### src/rtl/spi_master_core.sv
// spi_master_core: SPI master, CPOL/CPHA modes, bursts, per-frame config.
// Optional build macro SPI_LSB_FIRST_EN adds cfg_lsb_first.
// Ports:
//   clk, reset         - system clock, async active-low reset
//   cfg_div            - SCK half-period = cfg_div+1 clk
//   cfg_cpol/cpha      - SPI mode
//   cfg_cs_sel         - chip select index for the next frame
//   cfg_lsb_first      - (SPI_LSB_FIRST_EN only) bit order
//   tx_data/empty/rd   - show-ahead TX FIFO head and pop strobe
//   rx_data/wr/full    - RX FIFO push side
//   rx_ovf             - word dropped on full RX FIFO
//   busy               - not idle
//   sck/mosi/miso/cs_n - SPI bus
module spi_master_core #(
  parameter int DATA_W   = 8,
  parameter int CS_NUM   = 1,
  parameter int DIV_W    = 8,
  parameter int HOLD_CYC = 2,
  localparam int SEL_W = (CS_NUM > 1) ?
                         $clog2(CS_NUM) : 1
) (
  input  logic              clk,
  input  logic              reset,
  input  logic [DIV_W-1:0]  cfg_div,
  input  logic              cfg_cpol,
  input  logic              cfg_cpha,
  input  logic [SEL_W-1:0]  cfg_cs_sel,
`ifdef SPI_LSB_FIRST_EN
  input  logic              cfg_lsb_first,
`endif
  input  logic [DATA_W-1:0] tx_data,
  input  logic              tx_empty,
  output logic              tx_rd,
  output logic [DATA_W-1:0] rx_data,
  output logic              rx_wr,
  input  logic              rx_full,
  output logic              rx_ovf,
  output logic              busy,
  output logic              sck,
  output logic              mosi,
  input  logic              miso,
  output logic [CS_NUM-1:0] cs_n
);

  localparam int TOG_W = $clog2(2*DATA_W+1);
  localparam int RXC_W = $clog2(DATA_W+1);

  localparam logic [2:0] S_IDLE  = 3'd0;
  localparam logic [2:0] S_LEAD  = 3'd1;
  localparam logic [2:0] S_XFER  = 3'd2;
  localparam logic [2:0] S_NEXT  = 3'd3;
  localparam logic [2:0] S_TRAIL = 3'd4;

  logic [2:0]        state;
  logic [DIV_W-1:0]  div_q;
  logic [DIV_W-1:0]  div_cnt;
  logic [DIV_W-1:0]  div_nxt;
  logic              cpol_q;
  logic              cpha_q;
  logic              lsb_q;
  logic              lsb_in;
  logic [3:0]        hold_cnt;
  logic [TOG_W-1:0]  tog_cnt;
  logic [DATA_W-1:0] sh;
  logic [DATA_W-1:0] rx_sh;
  logic [DATA_W-1:0] rx_nxt;
  logic [RXC_W-1:0]  rx_cnt;
  logic [1:0]        miso_sync;
  logic [1:0]        samp_pipe;
  logic [CS_NUM-1:0] cs_sel_n;
  logic              tick;
  logic              hold_done;
  logic              last_tog;
  logic              phase_samp;
  logic              samp_ev;
  logic              rx_last;

`ifdef SPI_LSB_FIRST_EN
  assign lsb_in = cfg_lsb_first;
`else
  assign lsb_in = 1'b0;
`endif

  function automatic logic first_bit(
    input logic [DATA_W-1:0] d,
    input logic              lsb
  );
    return lsb ? d[0] : d[DATA_W-1];
  endfunction

  function automatic logic [DATA_W-1:0] shift_word(
    input logic [DATA_W-1:0] d,
    input logic              lsb
  );
    return lsb ? (d >> 1) : (d << 1);
  endfunction

  always_comb begin
    cs_sel_n = '1;
    if (int'(cfg_cs_sel) >= CS_NUM)
      cs_sel_n[0] = 1'b0;
    else
      cs_sel_n[cfg_cs_sel] = 1'b0;
  end

  assign tick      = (div_cnt == div_q);
  assign div_nxt   = tick ? '0 : div_cnt + 1'b1;
  assign hold_done = (hold_cnt == 4'(HOLD_CYC-1));
  assign last_tog  = (tog_cnt == TOG_W'(2*DATA_W-1));
  // toggle number is tog_cnt+1; odd toggles sample when cpha=0
  assign phase_samp = ~tog_cnt[0] ^ cpha_q;
  assign samp_ev    = (state == S_XFER) & tick
                    & phase_samp;
  assign busy  = (state != S_IDLE);
  assign tx_rd = reset & ~tx_empty &
                 ((state == S_IDLE) |
                  (state == S_NEXT));

  always_ff @(posedge clk or negedge reset) begin
    if (!reset) begin
      state    <= S_IDLE;
      div_q    <= '0;
      div_cnt  <= '0;
      cpol_q   <= 1'b0;
      cpha_q   <= 1'b0;
      lsb_q    <= 1'b0;
      hold_cnt <= '0;
      tog_cnt  <= '0;
      sh       <= '0;
      sck      <= 1'b0;
      mosi     <= 1'b0;
      cs_n     <= '1;
    end else begin
      unique case (state)
        S_IDLE: begin
          sck      <= cfg_cpol;
          div_cnt  <= '0;
          hold_cnt <= '0;
          tog_cnt  <= '0;
          if (!tx_empty) begin
            div_q  <= cfg_div;
            cpol_q <= cfg_cpol;
            cpha_q <= cfg_cpha;
            lsb_q  <= lsb_in;
            cs_n   <= cs_sel_n;
            mosi   <= first_bit(tx_data, lsb_in);
            // cpha=1 re-presents the first bit on toggle 1
            sh     <= cfg_cpha ? tx_data :
                      shift_word(tx_data, lsb_in);
            state  <= S_LEAD;
          end
        end
        S_LEAD: begin
          div_cnt <= div_nxt;
          if (tick) begin
            if (hold_done) begin
              hold_cnt <= '0;
              state    <= S_XFER;
            end else begin
              hold_cnt <= hold_cnt + 1'b1;
            end
          end
        end
        S_XFER: begin
          div_cnt <= div_nxt;
          if (tick) begin
            sck <= ~sck;
            if (!phase_samp) begin
              mosi <= first_bit(sh, lsb_q);
              sh   <= shift_word(sh, lsb_q);
            end
            if (last_tog)
              state <= S_NEXT;
            else
              tog_cnt <= tog_cnt + 1'b1;
          end
        end
        S_NEXT: begin
          div_cnt <= '0;
          tog_cnt <= '0;
          if (!tx_empty) begin
            sh <= cpha_q ? tx_data :
                  shift_word(tx_data, lsb_q);
            if (!cpha_q)
              mosi <= first_bit(tx_data, lsb_q);
            state <= S_XFER;
          end else begin
            state <= S_TRAIL;
          end
        end
        S_TRAIL: begin
          div_cnt <= div_nxt;
          if (tick) begin
            if (hold_done) begin
              hold_cnt <= '0;
              cs_n     <= '1;
              state    <= S_IDLE;
            end else begin
              hold_cnt <= hold_cnt + 1'b1;
            end
          end
        end
        default: state <= S_IDLE;
      endcase
    end
  end

  assign rx_nxt = lsb_q ?
    {miso_sync[1], rx_sh[DATA_W-1:1]} :
    {rx_sh[DATA_W-2:0], miso_sync[1]};
  assign rx_last = (rx_cnt == RXC_W'(DATA_W-1));

  // miso is captured two clk after its sampling edge so the
  // synchroniser delay is absorbed; the push follows the last capture
  always_ff @(posedge clk or negedge reset) begin
    if (!reset) begin
      miso_sync <= '0;
      samp_pipe <= '0;
      rx_sh     <= '0;
      rx_cnt    <= '0;
      rx_data   <= '0;
      rx_wr     <= 1'b0;
      rx_ovf    <= 1'b0;
    end else begin
      miso_sync <= {miso_sync[0], miso};
      samp_pipe <= {samp_pipe[0], samp_ev};
      rx_wr     <= 1'b0;
      rx_ovf    <= 1'b0;
      if (samp_pipe[1]) begin
        if (rx_last) begin
          rx_cnt <= '0;
          rx_sh  <= '0;
          if (rx_full) begin
            rx_ovf <= 1'b1;
          end else begin
            rx_wr   <= 1'b1;
            rx_data <= rx_nxt;
          end
        end else begin
          rx_sh  <= rx_nxt;
          rx_cnt <= rx_cnt + 1'b1;
        end
      end
    end
  end

endmodule

### config.mk
export PLATFORM = sky130hd
export DESIGN_NAME = spi_master_core
export DESIGN_NICKNAME = d
export VERILOG_FILES = /design/src/rtl/spi_master_core.sv
export SDC_FILE = /design/constraint.sdc
export NUM_CORES = 1
export LEC_CHECK = 0
export BUFFER_PORTS_ARGS = -buffer_cell sky130_fd_sc_hd__buf_2
export CORE_MARGIN = 2
export CORE_UTILIZATION = 57
export DETAILED_ROUTE_END_ITERATION = 12
export PLACE_DENSITY = 0.78
export SLEW_MARGIN = 0
export SYNTH_ARGS = -nofsm -noshare
export SYNTH_HDL_FRONTEND = slang
export SYNTH_SLANG_ARGS = --single-unit
export TNS_END_PERCENT = 5
### constraint.sdc
create_clock -name clk -period 3.42 [get_ports clk]
set_input_delay 0.513 -clock clk [delete_from_list [all_inputs] [get_ports clk]]
set_output_delay 0.513 -clock clk [all_outputs]
set_load 0.01 [all_outputs]
=== Word-level counts from Yosys, hierarchy flattened ===
Index checks and enable logic that the tools add are counted.

* Bitwise gates (word level): 11
* Reduce and logical (&&, ||, !) cells: 21
* $lt $le $gt $ge: 3
* Eq/ne operators: 20
* Muxes and demuxes: 46
* Add/sub/neg operators: 4

{| class="wikitable"
|+ Operator list
! operator !! number
|-
| $mux 8 || 7
|-
| $mux 3 || 8
|-
| $pmux 8 s3 || 1
|-
| $ne 2x2->1 const B || 11
|-
| $mux 1 || 17
|-
| $pmux 8 s2 || 1
|-
| $pmux 3 s5 || 1
|-
| $mux 4 || 3
|-
| $mux 5 || 2
|-
| $pmux 5 s2 || 1
|-
| $reduce_bool 2->1 || 5
|-
| $add 4x1->4 const B || 2
|-
| $add 8x1->8 const B || 1
|-
| $eq 8x8->1 || 1
|-
| $pmux 4 s2 || 1
|-
| $mux 7 || 1
|-
| $reduce_and 7->1 || 1
|-
| $eq 3x2->1 const B || 2
|-
| $reduce_and 2->1 || 3
|-
| $reduce_and 3->1 || 2
|-
| $reduce_and 6->1 || 1
|-
| $reduce_bool 3->1 || 2
|-
| $add 5x1->5 const B || 1
|-
| $eq 5x4->1 const B || 1
|-
| other kinds (19) || 29
|}

* Input port bits: 24
* Register bits: 65

=== Logic depth before layout (Yosys ltp) ===
* Depth after elaboration: 7
* Mapped depth: 7
* Mapped depth without buffers: 7

=== Least setup slack after synthesis ===
OpenSTA, ideal clock, no wires.

* Kind: flip-flop to output port
* Start point: reg state[1]
* End point: out tx_rd
* Slack: 1442 ps
* Cell stages (with the launch flop): 6
* Path buffers: 2
* Data arrival time: 1465 ps
* Required time: 2907 ps
* Cell sequence: dfrtp_1 > buf_2 > nor2b_1 > or3_1 > clkbuf_1 > nor3b_1

* Cells in the longest elaborated chain, start to end: 3
* Elaborated cells on any way between the ends: 4
* Those cells by class: 1 x eq/ne; 2 x bitwise; 1 x reduce/logical

{| class="wikitable"
|+ Ends and longest elaborated chain
! item !! RTL line !! source
|-
| start, declared || 54 || <nowiki>logic [2:0] state;</nowiki>
|-
| start signal, assigned || 121 || <nowiki>state <= S_IDLE;</nowiki>
|-
| start signal, assigned || 150 || <nowiki>state <= S_LEAD;</nowiki>
|-
| start signal, assigned || 158 || <nowiki>state <= S_XFER;</nowiki>
|-
| $eq 3x2->1 / $logic_not 3->1 (equally long branches) || 117, 116 ||
|-
| $or 1x1->1 (*) || 116 || <nowiki>((state == S_IDLE) |</nowiki>
|-
| $and 1x1->1 (*) || 115 || <nowiki>assign tx_rd = reset & ~tx_empty &</nowiki>
|-
| end, declared || 33 || <nowiki>output logic tx_rd,</nowiki>
|}

Every way passes the cells marked *; elsewhere a longest branch is shown, timed or not.

=== Final worst setup path ===
* Start point: reg state[0]
* End point: out tx_rd

Same word-level chain as after synthesis.

==> metrics.md <==
| Metric | Value |
|---|---|
| Via Count | `around 2400` |
| Commonest cells in the netlist | `64 x dfrtp_1, 24 x inv_1, 20 x mux2_2` |
| Die H | `79.3 um` |
| Port Buf Inserts | `37` |
| LEAKAGE | `between 1.5 and 2 nW` |
| Hold WC Path Type | `in -> reg` |
| Post CTS Setup Buffer Count | `0` |
| Primary FF master, synth | `dfrtp_1` |
| Seq/Total Area, Yosys | `0.504` |
| CTS Buf Count | `9` |
| Worst slew margin | `0.468` |
| Netlist cell types | `49` |
| CTS sink cnt | `65` |
| Core area | `between 0.005 and 0.006 mm^2` |
| CP max-delay cell | `dfrtp_1` |
| Setup ws final | `about 0.81 ns` |
| Post-synthesis cell area | `between 0.003 and 0.004 mm^2` |
| CP top delay family | `simple AND/OR/NAND/NOR gates` |
| Antenna diodes | `0` |
| Critical path, cell by cell | `nor2b_1 -> or3_1 -> nor3b_1 -> buf_2` |
| CTS resizes | `0` |
| RSZ-0062 raised after global routing | `no` |
| Worst-Skew Late Latency | `roughly 0.34 ns` |
| Clk slew on worst S/H paths | `approximately 0.070 ns` |
| Psw | `0.819 mW` |
| Post-Synthesis Net Count | `around 330` |
| I/O pin total | `39` |
| EDFF count, synth | `0` |
| Yosys reg bits | `65` |
| Most frequent cell after synthesis | `dfrtp_1` |
| Crit start category | `flip-flop` |
| CP endpoint kind | `output port` |
| Via density | `a little under 6` |
| Bufs and invs on worst path | `1` |
| Critical Path RT | `roughly 2.9 ns` |
| Number of synthesis warnings | `0` |
| # Max-Cap Violations | `0` |
| Worst hold slack | `0.276 ns` |
| Crit path arrival time | `2.10 ns` |
| Sw frac | `0.341` |
| CTS Buffer Depth | `2` |
| Fin. Hold Viols | `0` |
| Largest net degree at the start of global routing | `66` |
| Async S/R FF share, synth | `1.00` |
| Status | `finished, final reports clean` |
| Cell area power density | `655 mW/mm^2` |
| Worst setup path category | `reg -> out` |
| Comb power frac | `0.281` |
| Hold_buf cts | `0` |
| Clock power share | `0.276` |
| Least-Margin Pin Slew | `between 0.7 and 0.8 ns` |
| Design Power | `2.40 mW` |
| Post-Syn Instances | `between 200 and 300` |
| H-tree levels | `3` |
| Fillers | `430` |
| Vias in the first global route | `2406` |
| Layout cell share with drive strength beyond 1 | `0.249` |
| Total GRT Usage | `0.221` |
| Final Max Slew Viols | `0` |
| Nets | `367` |
| CTS Root Cell | `clkbuf_8` |
| Worst vdd ir | `approximately 0.44 mV` |
| Cell taking the most area after synthesis | `dfrtp_1` |
| Global-route wire length before repair | `approximately 11000 um` |
| Number of remaining DRC errors | `0` |
| RePlAce Congestion | `0.810` |
| CTS tree | `done` |
| Row cnt | `27` |
| DP Worst Slack | `around 1.2 ns` |
| DRT Pass-1 Iters | `4` |
| Max stage delay on crit path | `between 0.6 and 0.7 ns` |
| Layout overhead on the synthesized area | `13.6%` |
| Clock skew | `0.00865 ns` |
| Worst-path maximum fanout | `18` |
| Final setup viols | `0` |
| DP Wirelength | `~4200 um` |
| Initial Utilization | `0.590` |
| Max Freq | `about 380 MHz` |
| Post-Syn Area per Cell | `10.8 um^2` |
| Initial drt markers | `about 180` |
| Top cells by area, synth | `dfrtp_1 50%, mux2_2 7.0%, mux2i_1 2.8%` |
| Die area | `0.00628 mm^2` |
| Pint | `roughly 1.6 mW` |
| DR WL/cell | `~15 um` |
| Grt total ovfl | `0` |
| Initial antenna violation count | `0` |
| Part of the power in registers | `0.443` |
| Post-Route WL | `6180 um` |
| Yosys top cell area share | `0.496` |
| Fin crit period | `between 2 and 3 ns` |
| Final ANT Viol Nets | `0` |
| Fin crit share | `0.763` |
| Die X | `around 79 um` |
| Setup_tns | `0 ns` |
-- final timing paths --
path | startpoint | end | slack [ns] | cells after the start
worst max-delay path | state[0]$_DFFE_PN0P_ | tx_rd | 0.81 | 4
worst min-delay path | miso | miso_sync[0]$_DFF_PN0_ | 0.28 | 1
worst max register to register | div_cnt[5]$_DFFE_PN0P_ | tog_cnt[4]$_DFFE_PN0P_ | 1.22 | 5
worst min register to register | miso_sync[0]$_DFF_PN0_ | miso_sync[1]$_DFF_PN0_ | 0.35 | 0
max in group asynchronous | reset | cpha_q$_DFFE_PN0P_ | 2.52 | 2
min in group asynchronous | reset | sck$_DFFE_PN0P_ | 0.39 | 2
-- sequential cells by signal (all words and copies together) (netlist names), 2 cells and up --
signal	cells
div_cnt	8
div_q	8
rx_data	8
sh	8
rx_sh	7
tog_cnt	5
hold_cnt	4
rx_cnt	4
state	3
miso_sync	2
samp_pipe	2
-- layout by cell type (no fill, tap or decap), drive strengths merged, types with 2 or more instances in the layout --
master    n
nor3      7
nor3b     4
o311ai    2
buf      41
a2bb2oi   2
nor2     13
o221ai    7
a21oi     3
inv      26
clkinv    3
mux2     21
clkbuf    9
o22ai    10
xor2     10
or3       5
nand2b    3
nand3    13
nand2    18
mux2i     9
a311oi    2
o31ai     7
o21ai    11
o2bb2ai   2
a31oi     5
a21boi    2
and3      4
or4       2
a22o      4
nor2b    11
nor4      3
ha        6
dfrtp    64
-- final cells by class --
| class | instances | area [um^2] | share of cell area |
|---|---|---|---|
| clock buffer | 9 | 124 | 0.0338 |
| clock inverter | 7 | 77.6 | 0.0211 |
| inverter | 24 | 90.1 | 0.0246 |
| multi-input combinational | 196 | 1440 | 0.394 |
| sequential | 65 | 1630 | 0.444 |
| tap | 72 | 90.1 | 0.0246 |
| timing repair buffer | 41 | 215 | 0.0587 |
-- worst register-to-register path, stage by stage (launching register included) --
cell and delay (ns):
dfrtp_1 0.43, xor2_1 0.19, nor4_2 0.32, nand2_1 0.39, a31oi_2 0.40, mux2_2 0.36
-- power groups by stage --
stage | Sequential [mW] | Combinational [mW] | Clock [mW]
2_1_floorplan | 1.03 | 0.545 | 0
4_1_cts | 1.06 | 0.678 | 0.675
3_5_place_dp | 1.08 | 0.667 | 0
5_1_grt | 1.09 | 0.752 | 0.703
3_3_place_gp | 1.07 | 0.644 | 0
6_report | 1.06 | 0.674 | 0.663
-- per-layer routing --
metal / vias up / wire (um) / GRT usage
met4: 0 / 107 / 0.103
met5: - / 0 / 0
met3: 12 / 227 / 0.0455
li1: 1152 / - / -
met2: 52 / 3080 / 0.367
met1: 1202 / 2770 / 0.276
-- stage by stage --
step,utilization,area (um^2),cells
6_report,0.670,3670,414
4_1_cts,0.670,3670,414
3_5_place_dp,0.634,3470,398
2_1_floorplan,-,3230,299
5_1_grt,0.670,3670,414
3_3_place_gp,0.634,3470,398
-- logic make-up after synthesis --
kind of cell | synth area share
AOI/OAI and AO/OA | 0.141
muxes | 0.101
DFF | 0.504
buffers and inverters | 0.0485
xor gates and xnor gates | 0.0298
adders and majority gates | 0.0233
and+or+nand+nor | 0.152
(Power assumes the default switching activity.)
